--- config.mk ---
export PLATFORM = sky130hd
export DESIGN_NAME = div_result_bcd_flat
export DESIGN_NICKNAME = d
export VERILOG_FILES = /design/src/rtl/div_result_bcd_pkg.sv /design/src/rtl/div_result_bcd_if.sv /design/src/rtl/div_result_bcd_digit_adj.sv /design/src/rtl/div_result_bcd.sv /design/src/flat_wrapper.sv
export SDC_FILE = /design/constraint.sdc
export NUM_CORES = 1
export LEC_CHECK = 0
export BUFFER_PORTS_ARGS = -buffer_cell sky130_fd_sc_hd__buf_2
export CORE_MARGIN = 1
export CORE_UTILIZATION = 50
export DETAILED_ROUTE_END_ITERATION = 12
export HOLD_SLACK_MARGIN = 0.1
export PLACE_DENSITY = 0.72
export REMOVE_ABC_BUFFERS = 1
export SYNTH_ARGS = -nofsm -noshare
export SYNTH_HDL_FRONTEND = slang
export SYNTH_SLANG_ARGS = --single-unit
export TNS_END_PERCENT = 30
--- constraint.sdc ---
create_clock -name clk -period 2.7 [get_ports clk]
set_input_delay 0 -clock clk [delete_from_list [all_inputs] [get_ports clk]]
set_output_delay 0 -clock clk [all_outputs]
set_load 0.005 [all_outputs]
--- src/rtl/div_result_bcd_pkg.sv ---
// Shared definitions for the divider result BCD stage: operand width,
// digit count, FSM state type and the leading-zero mask helper that is
// used only when DIV_BCD_BLANK_EN is defined.
package div_pkg;

    localparam int DIV_W     = 8;
    localparam int DIV_BCD_D = 3;
    localparam int DIV_CNT_W = $clog2(DIV_W + 1);

    typedef enum logic [1:0] {
        IDLE,
        CONV,
        DONE
    } div_bcd_state_t;

    // Bit i set means digit i is shown: it is nonzero or some higher
    // digit is nonzero. The units digit is always shown so that a zero
    // value still displays a single "0".
    function automatic logic [DIV_BCD_D-1:0] blank_mask(
        input logic [4*DIV_BCD_D-1:0] bcd
    );
        logic [DIV_BCD_D-1:0] mask;
        logic                 seen;
        mask = '0;
        seen = 1'b0;
        for (int i = DIV_BCD_D - 1; i >= 0; i--) begin
            seen    = seen | (bcd[4*i +: 4] != 4'd0);
            mask[i] = seen;
        end
        mask[0] = 1'b1;
        return mask;
    endfunction

endpackage

--- src/rtl/div_result_bcd_if.sv ---
// Handshake bundle between the divider, the BCD stage and the display
// consumer. The q_blank signal exists only when DIV_BCD_BLANK_EN is defined.
interface div_result_bcd_if;
    import div_pkg::*;

    logic                   in_valid;
    logic                   in_ready;
    logic [DIV_W-1:0]       quotient;
    logic [DIV_W-1:0]       remainder;
    logic                   out_valid;
    logic                   out_ready;
    logic [4*DIV_BCD_D-1:0] q_bcd;
    logic [4*DIV_BCD_D-1:0] r_bcd;
`ifdef DIV_BCD_BLANK_EN
    logic [DIV_BCD_D-1:0]   q_blank;
`endif

    // Producer/consumer side: drives the divider result and the accept.
    modport master (
        output in_valid,
        output quotient,
        output remainder,
        output out_ready,
        input  in_ready,
        input  out_valid,
        input  q_bcd,
`ifdef DIV_BCD_BLANK_EN
        input  q_blank,
`endif
        input  r_bcd
    );

    // BCD converter side.
    modport slave (
        input  in_valid,
        input  quotient,
        input  remainder,
        input  out_ready,
        output in_ready,
        output out_valid,
        output q_bcd,
`ifdef DIV_BCD_BLANK_EN
        output q_blank,
`endif
        output r_bcd
    );

endinterface

--- src/rtl/div_result_bcd_digit_adj.sv ---
// Double-dabble correction cell: a BCD digit of 5 or more gets +3 before
// the shift so that it carries correctly into the next digit. The result
// never exceeds 12, so it stays within 4 bits and no carry leaves the cell.
module bcd_digit_adj (
    input  logic [3:0] digit,
    output logic [3:0] adjusted
);

    // Add-3 when the digit would overflow decimal after doubling.
    always_comb begin
        adjusted = digit;
        if (digit >= 4'd5) begin
            adjusted = digit + 4'd3;
        end
    end

endmodule

--- src/rtl/div_result_bcd.sv ---
// Divider result to packed BCD converter. Latches a quotient/remainder
// pair, runs both through a shift-and-add-3 engine one bit per clock and
// holds the BCD result until the consumer accepts it.
// Optional feature macro: DIV_BCD_BLANK_EN adds the registered q_blank
// leading-zero mask for the quotient.
module div_result_bcd
    import div_pkg::*;
(
    input  logic            clk,
    input  logic            rst,
    div_result_bcd_if.slave bus
);

    localparam int W = DIV_W;
    localparam int D = DIV_BCD_D;
    localparam logic [DIV_CNT_W-1:0] LAST_CNT = DIV_CNT_W'(W - 1);

    div_bcd_state_t       state;
    div_bcd_state_t       state_next;
    logic [W-1:0]         q_bin;
    logic [W-1:0]         r_bin;
    logic [4*D-1:0]       q_bcd;
    logic [4*D-1:0]       r_bcd;
    logic [4*D-1:0]       q_adj;
    logic [4*D-1:0]       r_adj;
    logic [4*D-1:0]       q_bcd_shift;
    logic [4*D-1:0]       r_bcd_shift;
    logic [DIV_CNT_W-1:0] bit_cnt;
    logic                 in_rdy;
    logic                 out_vld;
    logic                 accept;
    logic                 shift_en;
    logic                 release_out;

    // State register; reset aborts any conversion in flight.
    always_ff @(posedge clk or negedge rst) begin
        if (!rst) begin
            state <= IDLE;
        end else begin
            state <= state_next;
        end
    end

    // Next-state and handshake decode; in_ready depends only on the state.
    always_comb begin
        state_next  = state;
        in_rdy      = 1'b0;
        out_vld     = 1'b0;
        accept      = 1'b0;
        shift_en    = 1'b0;
        release_out = 1'b0;
        case (state)
            IDLE: begin
                in_rdy = 1'b1;
                if (bus.in_valid) begin
                    accept     = 1'b1;
                    state_next = CONV;
                end
            end
            CONV: begin
                shift_en = 1'b1;
                if (bit_cnt == LAST_CNT) begin
                    state_next = DONE;
                end
            end
            DONE: begin
                out_vld = 1'b1;
                if (bus.out_ready) begin
                    release_out = 1'b1;
                    state_next  = IDLE;
                end
            end
            default: begin
                state_next = IDLE;
            end
        endcase
    end

    genvar g;
    generate
        for (g = 0; g < D; g++) begin : g_digit
            bcd_digit_adj u_q_adj (
                .digit    (q_bcd[4*g +: 4]),
                .adjusted (q_adj[4*g +: 4])
            );
            bcd_digit_adj u_r_adj (
                .digit    (r_bcd[4*g +: 4]),
                .adjusted (r_adj[4*g +: 4])
            );
        end
    endgenerate

    assign q_bcd_shift = {q_adj[4*D-2:0], q_bin[W-1]};
    assign r_bcd_shift = {r_adj[4*D-2:0], r_bin[W-1]};

    // Conversion datapath: load on accept, shift while converting and
    // clear the BCD result once the consumer has taken it.
    always_ff @(posedge clk or negedge rst) begin
        if (!rst) begin
            q_bin   <= '0;
            r_bin   <= '0;
            q_bcd   <= '0;
            r_bcd   <= '0;
            bit_cnt <= '0;
        end else if (accept) begin
            q_bin   <= bus.quotient;
            r_bin   <= bus.remainder;
            q_bcd   <= '0;
            r_bcd   <= '0;
            bit_cnt <= '0;
        end else if (shift_en) begin
            q_bcd   <= q_bcd_shift;
            r_bcd   <= r_bcd_shift;
            q_bin   <= {q_bin[W-2:0], 1'b0};
            r_bin   <= {r_bin[W-2:0], 1'b0};
            bit_cnt <= bit_cnt + DIV_CNT_W'(1);
        end else if (release_out) begin
            q_bcd   <= '0;
            r_bcd   <= '0;
        end
    end

`ifdef DIV_BCD_BLANK_EN
    logic [D-1:0] q_blank;

    // Capture the display mask from the final quotient on the DONE entry edge.
    always_ff @(posedge clk or negedge rst) begin
        if (!rst) begin
            q_blank <= '0;
        end else if (shift_en && (bit_cnt == LAST_CNT)) begin
            q_blank <= blank_mask(q_bcd_shift);
        end
    end

    assign bus.q_blank = q_blank;
`endif

    assign bus.in_ready  = in_rdy;
    assign bus.out_valid = out_vld;
    assign bus.q_bcd     = q_bcd;
    assign bus.r_bcd     = r_bcd;

endmodule
--- src/flat_wrapper.sv ---
// flat-port wrapper written by rule: the top's interface ports become plain ports
module div_result_bcd_flat import div_pkg::*;
  (clk, rst, bus_in_valid, bus_quotient, bus_remainder, bus_out_ready, bus_in_ready, bus_out_valid, bus_q_bcd, bus_r_bcd);
  div_result_bcd_if bus_i ();
  input  logic clk;
  input  logic rst;
  input wire logic [$bits(bus_i.in_valid)-1:0] bus_in_valid;
  input wire logic [$bits(bus_i.quotient)-1:0] bus_quotient;
  input wire logic [$bits(bus_i.remainder)-1:0] bus_remainder;
  input wire logic [$bits(bus_i.out_ready)-1:0] bus_out_ready;
  output wire logic [$bits(bus_i.in_ready)-1:0] bus_in_ready;
  output wire logic [$bits(bus_i.out_valid)-1:0] bus_out_valid;
  output wire logic [$bits(bus_i.q_bcd)-1:0] bus_q_bcd;
  output wire logic [$bits(bus_i.r_bcd)-1:0] bus_r_bcd;
  assign bus_i.in_valid = bus_in_valid;
  assign bus_i.quotient = bus_quotient;
  assign bus_i.remainder = bus_remainder;
  assign bus_i.out_ready = bus_out_ready;
  assign bus_in_ready = bus_i.in_ready;
  assign bus_out_valid = bus_i.out_valid;
  assign bus_q_bcd = bus_i.q_bcd;
  assign bus_r_bcd = bus_i.r_bcd;
  div_result_bcd u_core (.clk(clk), .rst(rst), .bus(bus_i));
endmodule
-- Word level (Yosys, flattened, before mapping)
Cells that the tools add are included.
- output and inout port bits: 26
- input bits: 20
- register bits after elaboration: 46
- logic and storage cells: 57
- order comparisons: 6
- mux-type cells: 28
- equal/unequal tests: 6
- $add $sub $neg: 7
- reduce and logical (&&, ||, !) cells: 4
- operators by type and width (kind ; number):
    two-way mux 12 bit ; 5
    two-way mux 8 bit ; 4
    greater-or-equal comparator 4 x 3 -> 1 bit, second input constant ; 6
    two-way mux 4 bit ; 6
    adder 4 x 2 -> 4 bit, second input constant ; 4
    two-way mux 1 bit ; 7
    adder 3 x 2 -> 3 bit, second input constant ; 2
    two-way mux 2 bit ; 3
    two-way mux 3 bit ; 2
    one-hot mux 2 bit (3 select lines) ; 1
    adder 4 x 1 -> 4 bit, second input constant ; 1
    == test 4 x 3 -> 1 bit, second input constant ; 1
    != test 2 bit, second input constant ; 2
    AND reduction 3 bit ; 1
    nonzero test 3 bit ; 1
    == test 2 x 1 -> 1 bit, second input constant ; 1
    == test 2 bit, second input constant ; 1
    logical NOT 2 bit ; 1
    != test 2 x 1 -> 1 bit, second input constant ; 1
    nonzero test 2 bit ; 1

-- Logic depth before layout (Yosys ltp)
Gate-level depths: netlist of run 1.
- word-level depth: 5
- mapped depth: 6
- gate-level depth less buffers: 5

-- Modules after synthesis
Synthesis of run 1 repeated with hierarchy kept, for this count alone.
- cell total of the unflattened synthesis: 266
- area total of the unflattened synthesis: 2595.0 um2
- modules (own cells, without submodules) (module ; times used ; area each (um2) ; cells each ; seq. area each (um2)):
    div_result_bcd ; 1 ; 1986.9 ; 170 ; 1151.1
    bcd_digit_adj ; 6 ; 101.3 ; 16 ; 0.0

-- Least setup slack after synthesis of run 1
No wires, ideal clock.
- path type: register -> register
- start: reg u_core.r_bcd[4] (netlist: u_core.bus.r_bcd[4])
- end: reg u_core.r_bcd[6] (netlist: u_core.bus.r_bcd[6])
- arrival: 1.220 ns
- slack: 1.379 ns
- data required time: 2.599 ns
- library setup time: 0.101 ns
- cell stages (with the launch flop): 6
- path through: dfrtp_1 > inv_1 > ha_1 > nor2b_1 > o21a_1 > o311ai_2
- word-level cells in the longest chain between the ends: 4
- elaborated cells on any way between the ends: 5
- those cells by class: add/sub: 1; order compare: 1; mux: 3
- ends and longest elaborated chain (what ; line ; RTL):
    start, declared ; div_result_bcd.sv:23 ; logic [4*D-1:0] r_bcd;
    start signal, assigned ; div_result_bcd.sv:113 ; r_bcd <= r_bcd_shift;
    adder 4 x 2 -> 4 bit or greater-or-equal comparator 4 x 3 -> 1 bit (tied branches) ; div_result_bcd_digit_adj.sv:13, div_result_bcd_digit_adj.sv:12 ;
    two-way mux 4 bit * ; div_result_bcd_digit_adj.sv:12 ; if (digit >= 4'd5) begin
    two-way mux 12 bit * ; div_result_bcd.sv:111 ; end else if (shift_en) begin
    two-way mux 12 bit * ; div_result_bcd.sv:105 ; end else if (accept) begin
Every way passes the cells marked *; elsewhere a longest branch is shown, timed or not.
A chain may end at the register's enable or synchronous reset.

-- Worst setup path in the final report of run 1
- start: reg u_core.state[0]
- end: reg u_core.q_bin[5]
- word-level cells in the longest chain between the ends: 3
- elaborated cells on any way between the ends: 6
- those cells by class: eq/ne: 1; mux: 3; reduce/logical: 2
- ends and longest elaborated chain (what ; line ; RTL):
    start, declared ; div_result_bcd.sv:18 ; div_bcd_state_t state;
    start signal, assigned ; div_result_bcd.sv:40 ; state <= state_next;
    == test 2 x 1 -> 1 bit or logical NOT 2 bit (tied branches) ; div_result_bcd.sv:52 ; case (state)
    two-way mux 1 bit ; div_result_bcd.sv:52 ;
    nonzero test 2 bit (no line) or two-way mux 8 bit (tied branches) ; -- ;
    end signal, assigned ; div_result_bcd.sv:106 ; q_bin <= bus.quotient;
    end signal, assigned ; div_result_bcd.sv:114 ; q_bin <= {q_bin[W-2:0], 1'b0};
    end, declared ; div_result_bcd.sv:20 ; logic [W-1:0] q_bin;
Parallel ways exist; a longest one is shown, timed or not.

==> results of run 1 <==
## per-stage QoR
step,cell area (um^2),std cells,utilization (%),worst slack [ps]
floorplan,2630,255,-,886
global placement,2980,374,56.8,908
detailed placement,2980,374,56.8,871
CTS,3240,398,61.8,847
global route,3240,398,61.8,695
finish,3240,398,61.8,845
## worst max-delay path, stage by stage (launching register included)
cell	delay, ps
dfrtp_1	620
nor2b_4	640
buf_4	310
a22oi_1	80
o21ai_0	100
## cell families after synthesis
| family | share of synthesized area [%] |
|---|---|
| compound gates | 29.5 |
| buf+inv | 8.94 |
| simple gates | 12.4 |
| flops | 41.3 |
| fa+ha+maj | 5.84 |
| mux | 0.719 |
| xor+xnor | 1.26 |
## sequential cells by signal, summed over array words and instances, names as in the netlist
| signal | count |
|---|---|
| u_core.bit_cnt | 4 |
| u_core.r_bin | 8 |
| u_core.bus.q_bcd | 12 |
| u_core.q_bin | 8 |
| u_core.bus.r_bcd | 12 |
| u_core.state | 2 |
## per-layer routing
layer,vias to the layer above,track usage (%),routed length (um)
li1,1121,-,-
met1,1134,27.8,2760
met2,64,37.3,2990
met3,4,4.31,213
met4,0,7.88,49
met5,-,0,0
## area by class of cell
cell class                      instances  area (um^2)
Tap cell                               70         87.6
Timing Repair Buffer                   67          435
Sequential cell                        46         1150
Fill cell                             454         2000
Multi-Input combinational cell        183         1390
Inverter                               26         97.6
Clock buffer                            6         82.6
## worst max path at each step
| stage | startpoint | endpoint | slack [ps] | cells after the start |
|---|---|---|---|---|
| floorplan | u_core.state[0] | u_core.bus.q_bcd[10] | 890 | 3 |
| global placement | u_core.state[0] | u_core.q_bin[4] | 910 | 4 |
| detailed placement | u_core.state[0] | u_core.q_bin[3] | 870 | 4 |
| CTS | u_core.state[0] | u_core.q_bin[3] | 850 | 4 |
| global route | u_core.state[0] | u_core.q_bin[3] | 690 | 4 |
| finish | u_core.state[0] | u_core.q_bin[5] | 850 | 4 |
## power by group through the flow
stage,Combinational (mW),Clock (mW),Sequential (mW)
6_report,1.66,0.414,1.27
3_3_place_gp,1.60,0,1.27
3_5_place_dp,1.64,0,1.28
4_1_cts,1.67,0.428,1.26
5_1_grt,1.87,0.461,1.31
2_1_floorplan,1.17,0,1.24
## what timing repair did
item	CTS	global route
endpoints found under the setup margin	0	0
hold buffers	18	0
endpoints found under the hold margin	63	0
## placed cells by master, fill, tap and decap left out, drive strengths merged
cell,count
buf,49
dfrtp,46
inv,26
nor2b,26
o21ai,21
dlygate4sd3,18
nand3,17
a21oi,16
a22oi,14
ha,13
o2111ai,12
nand2,9
a32o,8
o21a,6
o211ai,6
o32ai,6
clkbuf,6
o311ai,6
xnor2,4
o31ai,4
nor2,2
mux2i,2
a22o,2
nand2b,2
o21bai,1
nand3b,1
o21ba,1
o22ai,1
and3b,1
a41o,1
a41oi,1
==> impl_metrics.ini, run 1 <==
[run_status]
outcome = finished clean

[power]
power_leakage_nw = 1.48
pwr-share-comb_pct = 49.7
pwr_density_cell_nw_per_um2 = 1030
ir_worst_vdd_mv = 0.483
switching_share_pct = 41.7
p_sw_mw = 1.39
power_frac_seq_pct = 37.9
clkPwrFrac_pct = 12.4
internal-power_mw = 1.95
power_mw = 3.34

[clock_tree]
clock-sinks = 46
cts-root-buf = clkbuf_8
tritoncts = yes
cts_resized = 0
cts_setup_buffers = 0
cts_buffers = 5
clock_path_buffers = 2
clkTransAtPathRegs_ps = 80
insertion_delay_ps = 290
h-tree-depth = 2

[critical_path]
worstSetupPathType = flop to flop
critPathMaxFanout = 28
cp-start-kind = flop
cp.required_ps = 2900
r2r-end = u_core.q_bin[5]
crit_arrival_ps = 2050
crit_path_end_kind = flop
ff2ff_setup_slack_ps = 850
r2r.worst_path.cells = 4
r2r-start = u_core.state[0]

[timing]
post-route-min-period_ps = 1850
fmax_ghz = 0.539
setup-tns-final_ps = 0
period_share_pct = 68.7
holdWs_ps = 262
slew_viol_final = 0
final-setup-viol-count = 0
finalHoldViolations = 0
tightest_slew_ps = 1030
slew_headroom_pct = 31.3
rsz0062_at_grt = false
clock_skew_ps = 8.83

[placed_design]
io_buffers = 45
hpwl_mm = 3.92
place.gp.congestion = 0.811

[final_layout]
area_growth_pct = 16.3
drive_above_1_share_pct = 21.0
diodes = 0
nets = 362

[detailed_routing]
routed-via-count = 2323
drc = 0
drt-initial-drc-count = 136
antenna_left = 0
avgViaCountPerCell = 5.84
drt-total-wl_mm = 6.02
wire_per_inst_um = 15.1
dr.pass1.iters = 4

[global_routing]
grt_usage_pct = 22.0
grt_max_degree = 47
grt_first_pass_wirelength_mm = 10.4
grt_pass1_vias = 2257
antenna_found_initial = 0
grt-ovfl-total = 0

[yosys]
synth-seq-cells = 46
async_reset_ff_share_pct = 100
postSynthCellCount = 276
synth_edf_count = 0
synth.distinct_cells = 36
synth_most_common_cell = dfrtp_1
ys_top_cells_by_area = dfrtp_1 (41%), ha_1 (5.8%), nor2b_1 (5.6%)
seq_area_frac_synth_pct = 41.3
netlist_top_cells_count = dfrtp_1 (46), inv_1 (26), nor2b_1 (25), nand3_1 (17), a21oi_1 (16)
synth_area_um2 = 2790
synth_flop_cell = dfrtp_1
synth_top_area_share_pct = 41.3
yosysWarnings = 0
avgSynthCellArea_um2 = 10.1
synth_largest_area_cell = dfrtp_1

[die]
fp.coreArea_um2 = 5240
dieArea_um2 = 5870
die_h_um = 76.6
initial_utilization_pct = 53.2
die_w_um = 76.6
core.rowCount = 26
io_pins = 46

[run]
drv_cap = 0

[worst_hold_path]
min_path_cells = 4
min_to = u_core.q_bin[2]
hp-class = input pin to flop
min-delay-start = bus_in_valid
Power figures use the tool's default switching activity.
==> run 2: changes to the inputs <==
- PLACE_DENSITY: 0.72 -> 0.75
- clock period: 2.7 -> 1.7 ns (I/O delays scaled with it)
==> run 2 against run 1 <==
Compared with the run above: via count rose by 0.82%; clock-buffer cell count rose by 1; sequential share of layout area fell by 0.63 points; sequential power rose by 57%; non-clock buffer count rose by 5; core utilization rose by 1.1 points; routed wire length rose by 3.6%; final area rose by 1.8%; register-to-register slack got worse by 740 ps; first-iteration DRC count rose by 43%; critical endpoint is now u_core.bus.q_bcd[6]; largest power group unchanged.
==> impl_metrics.ini, run 2 (synthesized netlist as in run 1, its figures left out) <==
[global_routing]
antenna_found_initial = 0
grt_usage_pct = 23.5
grt-ovfl-total = 0
grt_first_pass_wirelength_mm = 11.1
grt_max_degree = 28
grt_pass1_vias = 2395

[final_layout]
diodes = 0
drive_above_1_share_pct = 22.4
reg_top3 = u_core.bus.q_bcd x12, u_core.bus.r_bcd x12
postLayoutCoreUtil_pct = 63.0
most-common-layout-cells = dfrtp_1 (46), buf_2 (45), inv_1 (26), nor2b_1 (25), dlygate4sd3_1 (18)
nets = 367
fillerInstances = 445
area_growth_pct = 18.4
layout.cells.most_common = dfrtp_1

[critical_path]
cp-start-kind = flop
path_cells = o21bai_2, nand3_1, o311ai_2
crit_path_end_kind = flop
critPathMaxFanout = 22
critPathMaxStageDelay_ps = 780
r2r.worst_path.cells = 3
worstSetupPathType = flop to flop
crit_arrival_ps = 1790
slowest_stage = o21bai_2
cp.required_ps = 1900

[timing]
slew_headroom_pct = 35.4
finalHoldViolations = 0
clock_skew_ps = 7.52
post-route-min-period_ps = 1590
rsz0062_at_grt = false
fmax_ghz = 0.628
period_share_pct = 93.7
fin_ws_ps = 108
final-setup-viol-count = 0
slew_viol_final = 0
tightest_slew_ps = 968

[placed_design]
place_ws_ps = 139
hpwl_mm = 4.11
place.gp.congestion = 0.797
io_buffers = 45

[clock_tree]
cts-root-buf = clkbuf_8
clock-sinks = 46
clkTransAtPathRegs_ps = 90
clock_path_buffers = 2
insertion_delay_ps = 300
cts_buffers = 5
tritoncts = yes
cts_resized = 0
h-tree-depth = 2

[detailed_routing]
routed-via-count = 2342
drt-total-wl_mm = 6.23
dr.pass1.iters = 4
drt-initial-drc-count = 195
wire_per_inst_um = 15.4
antenna_left = 0
drc = 0
avgViaCountPerCell = 5.78

[power]
pwr_density_cell_nw_per_um2 = 1630
power_leakage_nw = 1.51
ir_worst_vdd_mv = 0.647
power_mw = 5.39

[die]
initial_utilization_pct = 53.2
die_w_um = 76.6
dieArea_um2 = 5870
io_pins = 46
die_h_um = 76.6
fp.coreArea_um2 = 5240
core.rowCount = 26

[run]
drv_cap = 0

[run_status]
outcome = finished clean

[worst_hold_path]
hp-class = input pin to asynchronous set/reset pin
==> run 2: cell count changes in the layout (fill, tap and decap cells not counted) <==
cell	before	now
buf_12	0	1
clkbuf_1	0	1
clkinv_2	0	1
buf_4	4	8
==> run 2: repair_timing <==
action                    CTS  global route
hold endpoints to repair   63             0
hold buffers               18             0
buffers inserted            0             0
==> run 2: critical path, delay by kind of cell (launching register included) <==
family,cells,cell delay [ps]
compound gates,2,910
flops,1,400
simple gates,1,180
==> run 2: where the power goes <==
group | internal [mW] | leakage (nW) | switching [mW] | total (mW)
registers | 1.54 | 0.595 | 0.448 | 1.99
logic | 1.28 | 0.870 | 1.43 | 2.71
clock network | 0.329 | 0.0482 | 0.363 | 0.692
total | 3.15 | 1.51 | 2.24 | 5.39
==> run 2: worst paths after layout <==
kind | start | end | slack, ps
hold / removal | rst | u_core.state[1] | 210
min in group clk | bus_in_valid | u_core.q_bin[4] | 210
max in group asynchronous | rst | u_core.bus.q_bcd[3] | 970
hold reg to reg | u_core.q_bin[0] | u_core.q_bin[0] | 520
setup reg to reg | u_core.state[0] | u_core.bus.q_bcd[6] | 110
setup / recovery | u_core.state[0] | u_core.bus.q_bcd[6] | 110
==> run 2: final cells by class <==
class | count | area (um^2) | share of cell area [%]
multi-input cells | 183 | 1390 | 42.0
flip-flops and latches | 46 | 1150 | 34.9
repair buffers | 72 | 485 | 14.7
inverters | 26 | 97.6 | 2.96
well taps | 70 | 87.6 | 2.66
clock buffers | 7 | 86.3 | 2.62
clock inverters | 1 | 5.00 | 0.152
==> run 2: per-stage QoR <==
step	hold slack, ps	TNS (ps)	cell area, um^2	std cells
floorplan	-296	-1070	2630	255
global placement	3.53	0	3030	379
detailed placement	3.72	0	3030	379
CTS	202	0	3300	405
global route	235	0	3300	405
finish	207	0	3300	405
==> run 2: per-layer routing <==
| metal | GRT usage [%] | vias up | share of wire, % |
|---|---|---|---|
| li1 | - | 1132 | - |
| met2 | 40.7 | 75 | 50 |
| met5 | 0 | - | 0 |
| met3 | 4.19 | 5 | 4.1 |
| met1 | 30.3 | 1130 | 45 |
| met4 | 5.38 | 0 | 0.64 |
==> run 3: changes to the inputs <==
- PLACE_DENSITY: 0.75 -> 0.72
- clock period: 1.7 -> 2 ns (I/O delays scaled with it)
==> run 3 against run 2 <==
Compared with the run above: first-iteration DRC count decreased by 1.0%; highest routed layer unchanged; routed wire length decreased by 2.1%; via count decreased by 0.98%; core utilization decreased by 0.53 points; combinational power decreased by 15%; total power decreased by 15%; largest cell class unchanged.
==> impl_metrics.ini, run 3 (synthesized netlist as in run 1, its figures left out) <==
[detailed_routing]
drt-initial-drc-count = 193
drc = 0
drt-total-wl_mm = 6.10
avgViaCountPerCell = 5.75
dr.pass1.iters = 4
routed-via-count = 2319
antenna_left = 0
wire_per_inst_um = 15.1

[die]
core.rowCount = 26
dieArea_um2 = 5870
die_w_um = 76.6
fp.coreArea_um2 = 5240
die_h_um = 76.6
io_pins = 46
initial_utilization_pct = 53.2

[critical_path]
path_buf_inv = 0
slowest_stage = nor2b_1
crit_path_end_kind = flop
path_cells = nor2b_1, a21oi_1, o21ai_0
critPathMaxFanout = 16
crit_family = simple AND/OR/NAND/NOR gates
crit_arrival_ps = 1950
cp.required_ps = 2220
cp-start-kind = flop
critPathMaxStageDelay_ps = 880
worstSetupPathType = flop to flop

[global_routing]
antenna_found_initial = 0
grt_max_degree = 47
grt_usage_pct = 22.5
grt_pass1_vias = 2274
grt-ovfl-total = 0
grt_first_pass_wirelength_mm = 10.6

[timing]
tightest_slew_ps = 1150
slew_headroom_pct = 23.4
finalHoldViolations = 0
period_share_pct = 86.4
post-route-min-period_ps = 1730
setup-tns-final_ps = 0
fin_ws_ps = 272
clock_skew_ps = 7.46
slew_viol_final = 0
final-setup-viol-count = 0
fmax_ghz = 0.579
rsz0062_at_grt = false

[clock_tree]
clock_path_buffers = 2
tritoncts = yes
insertion_delay_ps = 300
cts-root-buf = clkbuf_8
clock-sinks = 46
cts_resized = 0
cts_setup_buffers = 0
h-tree-depth = 2
cts_buffers = 5
clkTransAtPathRegs_ps = 80

[final_layout]
layout.cells.most_common = dfrtp_1
nets = 365
reg_top3 = u_core.bus.q_bcd x12, u_core.bus.r_bcd x12
most-common-layout-cells = dfrtp_1 (46), buf_2 (45), inv_1 (26), nor2b_1 (25), dlygate4sd3_1 (18)
drive_above_1_share_pct = 21.9
diodes = 0
area_growth_pct = 17.4

[placed_design]
place_ws_ps = 307
io_buffers = 45
place.gp.congestion = 0.817
hpwl_mm = 3.88

[power]
power_leakage_nw = 1.50
power_mw = 4.56
ir_worst_vdd_mv = 0.737
pwr_density_cell_nw_per_um2 = 1390

[worst_hold_path]
hp-class = input pin to flop

[run_status]
outcome = finished clean

[run]
drv_cap = 0
==> run 3: cell types whose count changed in the layout (fill, tap and decap cells not counted), sizes merged <==
cell and delta:
buf -2
==> run 3: worst paths after layout <==
path	start	endpoint	slack, ps	depth (start not counted)
setup / recovery	u_core.state[1]	u_core.q_bin[0]	270	3
hold / removal	bus_in_valid	u_core.r_bin[4]	130	4
setup reg to reg	u_core.state[1]	u_core.q_bin[0]	270	3
hold reg to reg	u_core.r_bin[7]	u_core.bus.r_bcd[0]	530	1
max in group asynchronous	rst	u_core.r_bin[1]	1290	3
min in group asynchronous	rst	u_core.bus.r_bcd[9]	310	3
==> run 3: where the power goes <==
group,switching (mW),total (mW),internal [mW]
logic,1.21,2.29,1.07
clock network,0.314,0.593,0.279
registers,0.371,1.68,1.31
==> run 3: layout make-up <==
type | count | area (um^2)
multi-input cells | 183 | 1390
clock buffers | 7 | 86.3
inverters | 26 | 97.6
repair buffers | 70 | 458
well taps | 70 | 87.6
flip-flops and latches | 46 | 1150
clock inverters | 1 | 5.00
fillers | 437 | 1970
==> run 3: stage by stage <==
step                      std cells  utilization, %  hold slack [ps]  instance area (um^2)
after global placement          377            57.3              136                  3000
after floorplan                 255               -             -296                  2630
after CTS                       403            62.4              122                  3270
after global routing            403            62.4              137                  3270
after detailed placement        377            57.3              131                  3000
final                           403            62.4              125                  3270
==> run 3: repair_timing <==
action,in CTS,in global routing
endpoints found under the hold margin,63,0
hold buffers,18,0
endpoints found under the setup margin,0,0
==> run 3: tightest hold or removal path, stage by stage <==
cell,delay (ps)
buf_2,150
nor2b_1,70
a21oi_1,110
o21ai_1,60
==> run 3: layer usage <==
metal / wire length (um) / up-vias / track usage [%]
li1: - / 1128 / -
met1: 2790 / 1107 / 28.9
met2: 2910 / 79 / 37.9
met3: 324 / 5 / 3.35
met4: 74 / 0 / 9.23
met5: 0 / - / 0
